<file path="config.mk">
export PLATFORM = sky130hd
export DESIGN_NAME = glycemic_alarm_monitor_flat
export DESIGN_NICKNAME = d
export VERILOG_FILES = /design/src/rtl/glycemic_alarm_monitor_if.sv /design/src/rtl/glycemic_alarm_monitor.sv /design/src/flat_wrapper.sv
export SDC_FILE = /design/constraint.sdc
export NUM_CORES = 1
export LEC_CHECK = 0
export BUFFER_PORTS_ARGS = -buffer_cell sky130_fd_sc_hd__buf_2
export CAP_MARGIN = 20
export CORE_MARGIN = 2
export CORE_UTILIZATION = 50
export DETAILED_ROUTE_END_ITERATION = 8
export GPL_ROUTABILITY_DRIVEN = 0
export MAX_ROUTING_LAYER = met4
export PLACE_DENSITY = 0.77
export SLEW_MARGIN = 15
export SYNTH_ARGS = -nofsm -noshare
export SYNTH_HDL_FRONTEND = slang
export SYNTH_SLANG_ARGS = --single-unit
</file>
<file path="constraint.sdc">
create_clock -name clk -period 2 [get_ports clk]
set_input_delay 0.3 -clock clk [delete_from_list [all_inputs] [get_ports clk]]
set_output_delay 0.3 -clock clk [all_outputs]
set_load 0.1 [all_outputs]
</file>
<file path="src/rtl/glycemic_alarm_monitor_if.sv">
// Sample/acknowledge inputs and status outputs of the glycemic alarm monitor.
// The master side drives readings and acknowledges; the slave side is the monitor.
interface glycemic_alarm_monitor_if;
  logic       sampleValid;
  logic [3:0] glycemicIndex;
  logic       ackAlarm;
  logic       warning;
  logic       alarm;
  logic [3:0] peakIndex;
  logic [7:0] episodeCount;

  modport master (
    output sampleValid, glycemicIndex, ackAlarm,
    input  warning, alarm, peakIndex, episodeCount
  );

  modport slave (
    input  sampleValid, glycemicIndex, ackAlarm,
    output warning, alarm, peakIndex, episodeCount
  );
endinterface

</file>
<file path="src/rtl/glycemic_alarm_monitor.sv">
// Debounced alarm FSM over abnormality readings: raises an alarm after a run of
// abnormal samples, clears after a run of normal ones, tracks episode peak/count.
module glycemic_alarm_monitor #(
  parameter int unsigned THRESHOLD     = 4,
  parameter int unsigned TRIGGER_COUNT = 3,
  parameter int unsigned CLEAR_COUNT   = 2
) (
  input logic                      clk,
  input logic                      rst,
  glycemic_alarm_monitor_if.slave  bus
);

  typedef enum logic [1:0] {
    NORMAL  = 2'd0,
    SUSPECT = 2'd1,
    ALARM   = 2'd2,
    RECOVER = 2'd3
  } stateT;

  localparam logic [3:0] THRESH4 = 4'(THRESHOLD);
  localparam logic [2:0] TRIG3   = 3'(TRIGGER_COUNT);
  localparam logic [2:0] CLR3    = 3'(CLEAR_COUNT);

  stateT      stateR, stateS;
  logic [2:0] runR, runS;
  logic [3:0] peakR, peakS;
  logic [7:0] episodeR, episodeS;
  logic       warningR, alarmR;
  logic       enterAlarmS;
  logic       abnormalS;
  logic       ackActiveS;
  logic [2:0] runIncS;

  assign abnormalS  = (bus.glycemicIndex >= THRESH4);
  assign ackActiveS = bus.ackAlarm && ((stateR == ALARM) || (stateR == RECOVER));
  assign runIncS    = runR + 3'd1;

  // Next-state, run counter, peak and episode count
  always_comb begin
    stateS      = stateR;
    runS        = runR;
    peakS       = peakR;
    episodeS    = episodeR;
    enterAlarmS = 1'b0;
    if (ackActiveS) begin
      // acknowledge wins; any sample on this edge is dropped
      stateS = NORMAL;
      runS   = 3'd0;
      peakS  = 4'd0;
    end else if (bus.sampleValid) begin
      case (stateR)
        NORMAL: begin
          if (abnormalS) begin
            if (TRIG3 == 3'd1) begin
              stateS      = ALARM;
              runS        = 3'd0;
              enterAlarmS = 1'b1;
            end else begin
              stateS = SUSPECT;
              runS   = 3'd1;
            end
          end else begin
            stateS = NORMAL;
          end
        end
        SUSPECT: begin
          if (abnormalS) begin
            if (runIncS == TRIG3) begin
              stateS      = ALARM;
              runS        = 3'd0;
              enterAlarmS = 1'b1;
            end else begin
              runS = runIncS;
            end
          end else begin
            stateS = NORMAL;
            runS   = 3'd0;
          end
        end
        ALARM: begin
          if (abnormalS) begin
            stateS = ALARM;
          end else if (CLR3 == 3'd1) begin
            stateS = NORMAL;
            runS   = 3'd0;
          end else begin
            stateS = RECOVER;
            runS   = 3'd1;
          end
        end
        RECOVER: begin
          if (abnormalS) begin
            stateS = ALARM;
            runS   = 3'd0;
          end else if (runIncS == CLR3) begin
            stateS = NORMAL;
            runS   = 3'd0;
          end else begin
            runS = runIncS;
          end
        end
        default: begin
          stateS = NORMAL;
          runS   = 3'd0;
        end
      endcase
      // a new episode starts clean: the sample that ends one is not kept
      if ((stateS == NORMAL) && (stateR != NORMAL)) begin
        peakS = 4'd0;
      end else if (bus.glycemicIndex > peakR) begin
        peakS = bus.glycemicIndex;
      end else begin
        peakS = peakR;
      end
      if (enterAlarmS && (episodeR != 8'd255)) begin
        episodeS = episodeR + 8'd1;
      end else begin
        episodeS = episodeR;
      end
    end else begin
      stateS = stateR;
    end
  end

  // State and registered outputs
  always_ff @(posedge clk or posedge rst) begin
    if (rst) begin
      stateR   <= NORMAL;
      runR     <= 3'd0;
      peakR    <= 4'd0;
      episodeR <= 8'd0;
      warningR <= 1'b0;
      alarmR   <= 1'b0;
    end else begin
      stateR   <= stateS;
      runR     <= runS;
      peakR    <= peakS;
      episodeR <= episodeS;
      warningR <= (stateS == SUSPECT);
      alarmR   <= (stateS == ALARM) || (stateS == RECOVER);
    end
  end

  assign bus.warning      = warningR;
  assign bus.alarm        = alarmR;
  assign bus.peakIndex    = peakR;
  assign bus.episodeCount = episodeR;

endmodule

</file>
<file path="src/flat_wrapper.sv">
// flat-port wrapper written by rule: the top's interface ports become plain ports
module glycemic_alarm_monitor_flat 
#(
  parameter int unsigned THRESHOLD     = 4,
  parameter int unsigned TRIGGER_COUNT = 3,
  parameter int unsigned CLEAR_COUNT   = 2
)
  (clk, rst, bus_sampleValid, bus_glycemicIndex, bus_ackAlarm, bus_warning, bus_alarm, bus_peakIndex, bus_episodeCount);
  glycemic_alarm_monitor_if bus_i ();
  input logic clk;
  input logic rst;
  input wire logic [$bits(bus_i.sampleValid)-1:0] bus_sampleValid;
  input wire logic [$bits(bus_i.glycemicIndex)-1:0] bus_glycemicIndex;
  input wire logic [$bits(bus_i.ackAlarm)-1:0] bus_ackAlarm;
  output wire logic [$bits(bus_i.warning)-1:0] bus_warning;
  output wire logic [$bits(bus_i.alarm)-1:0] bus_alarm;
  output wire logic [$bits(bus_i.peakIndex)-1:0] bus_peakIndex;
  output wire logic [$bits(bus_i.episodeCount)-1:0] bus_episodeCount;
  assign bus_i.sampleValid = bus_sampleValid;
  assign bus_i.glycemicIndex = bus_glycemicIndex;
  assign bus_i.ackAlarm = bus_ackAlarm;
  assign bus_warning = bus_i.warning;
  assign bus_alarm = bus_i.alarm;
  assign bus_peakIndex = bus_i.peakIndex;
  assign bus_episodeCount = bus_i.episodeCount;
  glycemic_alarm_monitor #(.THRESHOLD(THRESHOLD), .TRIGGER_COUNT(TRIGGER_COUNT), .CLEAR_COUNT(CLEAR_COUNT)) u_core (.clk(clk), .rst(rst), .bus(bus_i));
endmodule
</file>
After elaboration in Yosys (flattened, before gate mapping)
Cells that the tools add are included.
W data, S select, Z words.

word-level totals
  bits in registers = 19
  output and inout port bits = 14
  bits of input ports = 8
  word-level logic and storage cells = 64

operators by class
  reductions and logical operators = 13
  $lt $le $gt $ge = 2
  muxes and demuxes = 29
  bitwise operators = 1
  equality and inequality tests = 11
  $add $sub $neg = 2

operators with widths
  operator               count
  $mux W3                8
  $mux W2                8
  $mux W4                4
  $pmux W3 S4            1
  $add A8 B1 Y8 const B  1
  $eq A2 B2 Y1 const B   4
  $ne A8 B8 Y1 const B   1
  $pmux W2 S4            1
  $mux W1                7
  $eq A3 B2 Y1 const B   2
  $reduce_and A3 Y1      2
  $eq A2 B1 Y1 const B   2
  $ge A4 B3 Y1 const B   1
  $gt A4 B4 Y1           1
  $logic_not A2 Y1       2
  $reduce_bool A2 Y1     2
  $add A3 B1 Y3 const B  1
  $logic_and A1 B1 Y1    3
  $ne A3 B1 Y1 const B   1
  $ne A3 B3 Y1 const B   1
  $reduce_bool A3 Y1     1
  $logic_or A1 B1 Y1     2
  $reduce_and A2 Y1      1
  $not A1 Y1             1

Longest topological paths before layout
Gate-level depths: netlist of run 1.

  depth in word-level cells = 12
  mapped depth = 7
  mapped depth without buffers = 7

Least setup slack after synthesis of run 1
Ideal clock, no wire load.

  path kind = register to register
  start point = reg u_core.peakR[1], in the netlist u_core.bus.peakIndex[1]
  end point = reg u_core.peakR[2], in the netlist u_core.bus.peakIndex[2]
  period minus slack after synthesis = 2.249 ns
  library setup time = 0.123 ns
  stages on the path, launching flop included = 8
  slack = -0.249 ns
  path buffers = 0
  arrival time = 2.126 ns
  data required time = 1.877 ns
  cell sequence = dfrtp_1 -> inv_1 -> ha_1 -> nor2b_1 -> o211ai_1 -> a21oi_1 -> and2_1 -> a22o_1

between the ends
  word-level cells in the longest chain between the ends = 3

ends and longest elaborated chain
  what                          RTL line                       RTL
  start: declaration            glycemic_alarm_monitor.sv:26   logic [3:0] peakR, peakS;
  start signal: assignment      glycemic_alarm_monitor.sv:137  peakR <= peakS;
  $gt A4 B4 Y1                  glycemic_alarm_monitor.sv:110  end else if (bus.glycemicIndex > peakR) begin
  $reduce_bool A3 Y1 (no line)  n/a
  $reduce_and A2 Y1 (no line)   n/a

No other way between the ends.
A chain may end at the register's enable or synchronous reset.

Worst setup path after layout of run 1
  start point = reg u_core.runR[0]
  end point = reg u_core.episodeR[6], in the netlist u_core.bus.episodeCount[6]

between the ends
  word-level cells in the longest chain between the ends = 9

ends and longest elaborated chain
  what                         RTL line                       RTL
  start: declaration           glycemic_alarm_monitor.sv:25   logic [2:0] runR, runS;
  start signal: assignment     glycemic_alarm_monitor.sv:136  runR <= runS;
  $add A3 B1 Y3                glycemic_alarm_monitor.sv:36   assign runIncS = runR + 3'd1;
  $eq A3 B2 Y1                 glycemic_alarm_monitor.sv:68   if (runIncS == TRIG3) begin
  $mux W1                      glycemic_alarm_monitor.sv:68
  $mux W1                      glycemic_alarm_monitor.sv:67   if (abnormalS) begin
  $mux W1                      glycemic_alarm_monitor.sv:51   case (stateR)
  $mux W1                      glycemic_alarm_monitor.sv:50   end else if (bus.sampleValid) begin
  $mux W1                      glycemic_alarm_monitor.sv:45   if (ackActiveS) begin
  $logic_and A1 B1 Y1          glycemic_alarm_monitor.sv:115  if (enterAlarmS && (episodeR != 8'd255)) begin
  $reduce_and A3 Y1 (no line)  n/a
  end signal: assignment       glycemic_alarm_monitor.sv:138  episodeR <= episodeS;
  end: declaration             glycemic_alarm_monitor.sv:27   logic [7:0] episodeR, episodeS;

No other way between the ends. The select of a mux whose other input is x is not followed.

==> impl_metrics.toml, run 1 <==
[synth]
synth_compound_area_share_pct = 17.8
netlist_top_cells_count = "dfrtp_1, nand2_1, a21oi_1, inv_1, ha_1"
synth-simple-area-share_pct = 21.5
synth-xor-area-share_pct = 6.19
synth_top_family_by_area = "simple AND/OR/NAND/NOR gates"
synth.distinct_cells = 39
synth_fa_ha_area_share_pct = 9.00
synth_area_leaders = "dfrtp_1, ha_1, a21oi_1"
yosysWarningCount = 0
synth_cells = 111
synth_most_common_cell = "dfrtp_1"
synth_edf_count = 0
yosys.area.top_type_share_pct = 40.5
syn-num-nets = 127
synth_mux_area_share_pct = 1.01
synth.avg_cell_area_sq_um = 10.0
synth_ff_type = "dfrtp_1"
ys_seq_elements = 18
mappedNetlistArea_sq_mm = 0.00111
synth_top_cell_by_area = "dfrtp_1"
async_flop_share_pct = 100
seq_area_frac_synth_pct = 40.5

[timing]
maxSlewHeadroom_pct = 55.5
period_needed_ps = 1860
max_freq_mhz = 537
finalSetupViolCount = 0
slew_viol_final = 0
finalSetupTns_ps = 0
tightest_slew_ps = 667
hold_viol = 0
fin_hold_ws_ps = 83.9
clock_skew_ps = 5.90
timing.final.crit_share_pct = 93.1
rsz0062_at_grt = "no"

[routing]
routedWlPerCell_um = 13.0
via_per_inst = 5.40
antenna_left = 0
drtIter0Drc = 11
dr.pass1.iters = 4
vias = 880
routed_wl_um = 2130
drc_errors = 0

[grt]
first_global_vias = 811
grt_pass1_wl_um = 3480
antenna_found_initial = 0
grt_max_degree = 19
grt-ovfl-total = 0
track_usage_pct = 18.4

[clock_tree]
cts_buffers = 3
clk_latency_ps = 290
clk_pin_slew_ps = 100
cts_tree = "built"
cts_setup_buffers = 0
root_buffer = "clkbuf_4"
htree_num_levels = 1
clock_path_buffers = 2
cts_sinks = 18

[run_status]
outcome = "completed"

[critical_path]
r2r_cells = 6
crit_path_end_kind = "register"
arrival_ps = 2050
ff2ff_setup_slack_ps = 140
reg2reg_from = "u_core.runR[0]"
worstSetupPathType = "register to register"
rr_endpoint = "u_core.bus.episodeCount[6]"
cp_data_required_time_ps = 2180
start_kind = "register"
cp_max_fo = 5

[floorplan]
die_x_um = 51.2
core.rowCount = 17
fp.dieArea_sq_mm = 0.00262
io_pins = 22
start_util_pct = 51.8
die_h_um = 51.2
coreArea_sq_mm = 0.00215

[cells_and_area]
final_area_sq_mm = 0.00131
syn_to_final_growth_pct = 17.4
fin_nets = 152
stdcell_count = 163
drive_gt1_share_pct = 33.3
diodes = 0

[worst_hold_path]
hp-class = "input port to asynchronous set/reset pin"

[placement]
place_area_sq_mm = 0.00125
placed_cells_incl_taps = 159
dp_hpwl_um = 1650
io_buffers = 21

[run]
maxCapViolCount = 0

[pwr]
p_leak_nw = 0.632
powerDensity_mw_per_mm2 = 1370
worst_ir_drop_vdd_mv = 0.855
-- registers in the layout (all words and copies together), names as in the netlist --
signal                   cells
u_core.bus.peakIndex         4
u_core.stateR                1
u_core.bus.alarm             1
u_core.bus.warning           1
u_core.runR                  3
u_core.bus.episodeCount      8
-- repair_timing --
action / in CTS / in global routing
hold buffers: 0 / 0
endpoints found under the setup margin: 0 / 4
gates resized for setup: 0 / 2
-- critical path: stages, from the launching register on --
cell and delay, ps:
dfrtp_1 430, ha_1 300, xnor2_4 260, nand4_4 190
nor3_2 280, nand4_1 150, xnor2_1 140
-- report_power, final --
group          internal, mW  leakage [nW]  switching, mW  total, mW
sequential            0.468         0.228          0.102      0.570
clock                 0.111        0.0210          0.112      0.223
combinational         0.254         0.383          0.745      0.999
-- layer usage --
layer / vias up / wire (um) / global-route usage (%)
met1: 414 / 1010 / 22.6
met2: 19 / 1010 / 29.2
met3: 2 / 97 / 4.68
met5: - / 0 / -
met4: 0 / 14 / 7.21
li1: 445 / - / -
-- final cells by class --
class	count	area (sq um)
Sequential cell	18	459
Inverter	10	37.5
Multi-Input combinational cell	82	633
Clock buffer	4	36.3
Timing Repair Buffer	21	105
Fill cell	209	842
Tap cell	28	35.0
-- through the flow --
step / util [%] / total power, mW / worst slack (ps)
4_1_cts: 60.0 / 1.79 / 78.0
6_report: 60.8 / 1.79 / 137
2_1_floorplan: - / 1.39 / 0.493
5_1_grt: 60.8 / 1.90 / 30.0
3_5_place_dp: 58.4 / 1.56 / 99.1
3_3_place_gp: 58.4 / 1.54 / 186
-- worst max path at each step --
stage / start / cells past startpoint / slack, ps / to
after floorplan: u_core.bus.episodeCount[3] / 4 / 0.5 / u_core.bus.episodeCount[1]
after global placement: u_core.runR[0] / 5 / 190 / u_core.bus.episodeCount[1]
after detailed placement: u_core.runR[0] / 5 / 100 / u_core.bus.episodeCount[1]
after CTS: u_core.runR[0] / 5 / 80 / u_core.bus.episodeCount[1]
after global routing: u_core.runR[0] / 6 / 30 / u_core.bus.episodeCount[6]
final: u_core.runR[0] / 6 / 140 / u_core.bus.episodeCount[6]
-- kinds of logic (layout without fill, tap and decap cells) --
logic type                 Yosys count  in the layout
and+or+nand+nor                     37             37
DFF                                 18             18
muxes                                1              1
xor gates and xnor gates             7              7
buffers and inverters               11             35
adders and majority gates            8              8
AOI/OAI and AO/OA                   29             29
-- cells in the final DEF, fill, tap and decap left out, types with 2 or more instances in the layout --
cell type	instances
a21o_1	2
a21oi_1	10
a22o_1	2
a31oi_1	2
and2_1	2
buf_2	21
clkbuf_4	3
dfrtp_1	11
dfrtp_2	7
ha_1	8
inv_1	10
nand2_1	11
nand3b_1	2
nand4_1	6
nor2_1	4
nor4b_2	2
o211ai_1	2
o21ai_2	2
xnor2_1	4
xor2_1	2
(Power assumes the default switching activity.)
==> run 2: changes to the inputs <==
--- a/config.mk
+++ b/config.mk
@@ -5,14 +5,16 @@
 export SDC_FILE = /design/constraint.sdc
 export NUM_CORES = 1
 export LEC_CHECK = 0
+export ABC_AREA = 1
 export BUFFER_PORTS_ARGS = -buffer_cell sky130_fd_sc_hd__buf_2
 export CAP_MARGIN = 20
-export CORE_MARGIN = 2
+export CORE_MARGIN = 5
 export CORE_UTILIZATION = 50
 export DETAILED_ROUTE_END_ITERATION = 8
 export GPL_ROUTABILITY_DRIVEN = 0
 export MAX_ROUTING_LAYER = met4
 export PLACE_DENSITY = 0.77
+export RECOVER_POWER = 100
 export SLEW_MARGIN = 15
 export SYNTH_ARGS = -nofsm -noshare
 export SYNTH_HDL_FRONTEND = slang
==> run 2 against run 1 <==
Against the previous run: setup slack improved by 150 ps; synthesized area rose by 11%; first-iteration DRC count up 150%; clock power shrank 4%; sequential cell count is the same; sequential share of layout area fell by 2.6 points; design area grew 7.3%; final cell count rose by 31%; core utilization down 2.7 points; count of clock-buffer cells in the layout did not move; via count rose by 21%; fmax up 8.6%; critical endpoint is now u_core.bus.peakIndex[3]; largest cell class unchanged.
==> impl_metrics.toml, run 2 <==
[floorplan]
fp.dieArea_sq_mm = 0.00357
die_x_um = 59.7
start_util_pct = 51.3
die_h_um = 59.7
io_pins = 22
coreArea_sq_mm = 0.00241
core.rowCount = 18

[grt]
antenna_found_initial = 0
grt_max_degree = 19
track_usage_pct = 15.4
grt-ovfl-total = 0
first_global_vias = 969
grt_pass1_wl_um = 4070

[critical_path]
worstSetupPathType = "register to register"
reg2reg_from = "u_core.runR[0]"
startpoint = "u_core.runR[0]"
cp_max_fo = 4
crit_path_end_kind = "register"
cp_data_required_time_ps = 2230
arrival_ps = 1940
start_kind = "register"

[cells_and_area]
largest_reg_flops = 8
final_cell_mix = "nand2_1, inv_1, nor2_1, clkbuf_2, dfrtp_1"
num-fill-cells = 218
drive_gt1_share_pct = 28.4
fin_nets = 200
finish.utilization_pct = 58.2
syn_to_final_growth_pct = 13.4
diodes = 0
multi_input_area_sq_um = 666
seq_area_sq_um = 457
final_common_cell = "nand2_1"

[timing]
finalSetupTns_ps = 0
rsz0062_at_grt = "no"
timing.final.crit_share_pct = 85.7
hold_viol = 0
slew_viol_final = 0
maxSlewHeadroom_pct = 57.7
tightest_slew_ps = 633
clock_skew_ps = 1.75
finalSetupViolCount = 0
max_freq_mhz = 583
period_needed_ps = 1710

[synth]
syn-num-nets = 174
synth_edf_count = 0
synth_top_cell_by_area = "dfrtp_1"
async_flop_share_pct = 100
yosysWarningCount = 0
netlist_top_cells_count = "nand2_1, dfrtp_1, inv_1, nor2_1, ha_1"
yosys.area.top_type_share_pct = 36.4
synth_area_leaders = "dfrtp_1, nand2_1, ha_1"
synth_cells = 158
synth.distinct_cells = 27
synth.avg_cell_area_sq_um = 7.82
mappedNetlistArea_sq_mm = 0.00124
synth_most_common_cell = "nand2_1"
seq_area_frac_synth_pct = 36.4
synth_ff_type = "dfrtp_1"
ys_seq_elements = 18

[clock_tree]
ctsHoldBuffers = 0
cts_resized = 0
clock_path_buffers = 2
cts_tree = "built"
cts_buffers = 3
root_buffer = "clkbuf_4"
clk_pin_slew_ps = 90
clk_latency_ps = 280
cts_setup_buffers = 0
htree_num_levels = 1
cts_sinks = 18

[pwr]
p_leak_nw = 0.751
worst_ir_drop_vdd_mv = 1.35
p_clk_share_pct = 8.8
pwr-share-comb_pct = 64.9
pwr-share-seq_pct = 26.3
finalPower_mw = 2.42
powerDensity_mw_per_mm2 = 1730
p_int_uw = 955
switchingPower_mw = 1.46
p_sw_share_pct = 60.5

[routing]
vias = 1065
via_per_inst = 5.00
drc_errors = 0
routedWlPerCell_um = 10.8
dr.pass1.iters = 4
routed_wl_um = 2300
drtIter0Drc = 27
antenna_left = 0

[run]
maxCapViolCount = 0

[worst_hold_path]
hp-class = "input port to asynchronous set/reset pin"

[placement]
io_buffers = 21
dp_hpwl_um = 1930

[run_status]
outcome = "completed"
## run 2: kinds of logic (layout without fill, tap and decap cells)
logic type                 Yosys count  count (layout)  share of synthesized area (%)
AOI/OAI and AO/OA                   20              20                           10.7
xor gates and xnor gates             7               7                           4.96
adders and majority gates            8               8                           8.10
buffers and inverters               26              51                           8.10
DFF                                 18              18                           36.4
and+or+nand+nor                     79              79                           31.7
## run 2: cell type report
class / instances / area share (%)
multi-input cells: 114 / 47.5
flip-flops and latches: 18 / 32.6
repair buffers: 21 / 7.50
inverters: 26 / 7.14
well taps: 30 / 2.68
clock buffers: 4 / 2.59
## run 2: power by group through the flow
| stage | clock, mW | sequential (mW) | combinational, mW |
|---|---|---|---|
| floorplan | 0 | 1.29 | 0.694 |
| global placement | 0 | 0.634 | 1.58 |
| detailed placement | 0 | 0.639 | 1.60 |
| CTS | 0.221 | 0.634 | 1.61 |
| global route | 0.243 | 0.660 | 1.70 |
| finish | 0.213 | 0.637 | 1.57 |
## run 2: worst paths after layout
check	slack, ps	cells past startpoint	end
min	80	2	u_core.bus.episodeCount[6]
max	290	10	u_core.bus.peakIndex[3]
max reg2reg	290	10	u_core.bus.peakIndex[3]
min in group clk	330	5	u_core.bus.peakIndex[1]
min reg2reg	510	2	u_core.bus.peakIndex[1]
max in group asynchronous	1470	2	u_core.bus.episodeCount[1]
## run 2: layer usage
metal  vias to the layer above  global-route usage [%]  wire, um
met4                         0                    5.70        36
met1                       471                    21.6      1120
met5                         -                       -         0
met2                        35                    22.2      1030
met3                         5                    2.59       123
li1                        554                       -         -
## run 2: metrics by stage
step                      setup WS (ps)  cells  hold WS, ps  cell area, sq um
final                               285    213         78.2              1400
after global routing                102    213          129              1400
after CTS                           313    213          105              1420
after detailed placement            324    209          426              1390
after global placement              405    209          424              1390
after floorplan                    8.60    158          238              1240
## run 2: critical path, cell delays in order, from the launching register on
cell and delay (ps):
dfrtp_1 430, ha_1 220, nand2_1 100, nand3_1 120, nor2_1 300, nor2_4 80
nand3_4 90, nand2_1 90, nand2_2 110, nand2_1 50, nand2_1 60
==> run 3: changes to the inputs <==
==> constraint.sdc (replaced) <==
create_clock -name clk -period 1.6 [get_ports clk]
set_input_delay 0.24 -clock clk [delete_from_list [all_inputs] [get_ports clk]]
set_output_delay 0.24 -clock clk [all_outputs]
set_load 0.1 [all_outputs]
==> run 3 against run 2 <==
Against the previous run: the flow now finishes with violations (negative setup slack); die area unchanged; setup slack worse by 320 ps; core utilization up 13 points; combinational power up 59%; sequential power up 36%; fmax up 4.9%; via count up 7.4%; largest cell class unchanged.
==> impl_metrics.toml, run 3 (synthesized netlist as in run 2, its figures left out) <==
[run_status]
outcome = "finished, violations left"
violations = "negative setup slack"

[run]
maxCapViolCount = 0

[critical_path]
worstSetupPathType = "register to register"
ff2ff_setup_slack_ps = -30
path_cells = "ha_2, inv_2, nand2_4, nand3_4, nand2_2, nand2_2, nor2_4, nand3_4, nand2_4, nand2_4, nand2_2, nand2_1"
path_depth = 12
max_stage_delay_ps = 420
critPathBufInv = 1
start_kind = "register"
critPathTopFamily = "simple AND/OR/NAND/NOR gates"
cp_data_required_time_ps = 1780
cp_max_fo = 4
arrival_ps = 1820
cp_slowest_cell = "dfrtp_1"
crit_path_end_kind = "register"
r2r_cells = 12

[cells_and_area]
drive_gt1_share_pct = 50.3
num-fill-cells = 211
largest_reg_flops = 8
fin_nets = 212
syn_to_final_growth_pct = 39.4
finish.utilization_pct = 71.5
diodes = 0
final_cell_mix = "nand2_1, inv_1, clkbuf_2"
final_common_cell = "nand2_1"

[clock_tree]
cts_sinks = 18
clock_path_buffers = 2
htree_num_levels = 1
cts_buffers = 3
clk_pin_slew_ps = 100
root_buffer = "clkbuf_4"
cts_tree = "built"
clk_latency_ps = 280

[grt]
antenna_found_initial = 0
grt_max_degree = 19
track_usage_pct = 17.8
grt_pass1_wl_um = 4820
grt-ovfl-total = 0
first_global_vias = 1140

[timing]
finalSetupViolCount = 4
clock_skew_ps = 11.1
hold_viol = 0
rsz0062_at_grt = "yes"
timing.final.crit_share_pct = 102
slew_viol_final = 0
maxSlewHeadroom_pct = 40.0
period_needed_ps = 1630
max_freq_mhz = 612
finalSetupTns_ps = -119
timing.final.ws_setup_ps = -34.5
tightest_slew_ps = 900

[floorplan]
start_util_pct = 51.3
fp.dieArea_sq_mm = 0.00357
coreArea_sq_mm = 0.00241
core.rowCount = 18
die_x_um = 59.7
die_h_um = 59.7
io_pins = 22

[routing]
dr.pass1.iters = 4
routedWlPerCell_um = 13.0
routed_wl_um = 2920
via_per_inst = 5.08
drc_errors = 0
drtIter0Drc = 17
antenna_left = 0
vias = 1144

[pwr]
powerDensity_mw_per_mm2 = 2080
worst_ir_drop_vdd_mv = 1.58
p_leak_nw = 0.816

[worst_hold_path]
hp-class = "input port to register"
min_path_cells = 5

[placement]
pre_cts_ws_ps = -91.9
io_buffers = 21
dp_hpwl_um = 2190
## run 3: changes by cell type in the layout (fill, tap and decap cells not counted), moves of 5 or more
cell | previous run | this run
nor2_4 | 2 | 7
nor2_1 | 14 | 9
dfrtp_4 | 0 | 7
nand2_4 | 1 | 7
buf_4 | 0 | 10
dfrtp_1 | 13 | 5
nand2_1 | 41 | 30
## run 3: final timing paths
kind	from	end
min in group asynchronous	rst	u_core.bus.episodeCount[0]
worst max-delay path	u_core.runR[0]	u_core.bus.peakIndex[0]
worst min register to register	u_core.bus.episodeCount[4]	u_core.bus.episodeCount[4]
worst max register to register	u_core.runR[0]	u_core.bus.peakIndex[0]
max in group asynchronous	rst	u_core.bus.alarm
worst min-delay path	bus_glycemicIndex[1]	u_core.bus.peakIndex[1]
## run 3: worst register-to-register path, delay by kind of cell, from the launching register on
family / cells / cell delay (ps)
fa+ha+maj: 1 / 240
flops: 1 / 420
buf+inv: 1 / 50
simple gates: 10 / 830
## run 3: where the power goes
part / internal, mW / switching (mW) / total, mW
clock: 0.0966 / 0.121 / 0.218
sequential: 0.667 / 0.198 / 0.865
combinational: 0.711 / 1.79 / 2.50
total: 1.47 / 2.11 / 3.58
## run 3: per-layer routing
layer	wire length [um]	vias to the layer above	GRT usage [%]
li1	-	574	-
met1	1250	536	22.0
met2	1530	28	30.9
met3	100	6	1.30
met4	42	0	5.06
met5	0	-	-
## run 3: metrics by stage
| step | hold slack, ps | area, sq um | cells | power, mW |
|---|---|---|---|---|
| final | 286 | 1720 | 225 | 3.58 |
| after global routing | 319 | 1720 | 225 | 3.82 |
| after CTS | 294 | 1580 | 220 | 3.29 |
| after detailed placement | 267 | 1500 | 214 | 3.00 |
| after global placement | 260 | 1500 | 214 | 2.94 |
| after floorplan | 178 | 1320 | 158 | 2.61 |
## run 3: cell type report
| class | count | area, sq um | share of cell area (%) |
|---|---|---|---|
| Clock buffer | 4 | 26.3 | 1.53 |
| Inverter | 26 | 104 | 6.03 |
| Timing Repair Buffer | 33 | 194 | 11.3 |
| Sequential cell | 18 | 484 | 28.1 |
| Tap cell | 30 | 37.5 | 2.18 |
| Multi-Input combinational cell | 114 | 877 | 50.9 |
## run 3: repair_timing
action,CTS,global route
hold buffers,1,0
endpoints found under the setup margin,8,14
resized for setup,7,26
pin swaps,3,14
endpoints found under the hold margin,18,0
setup buffers,1,5
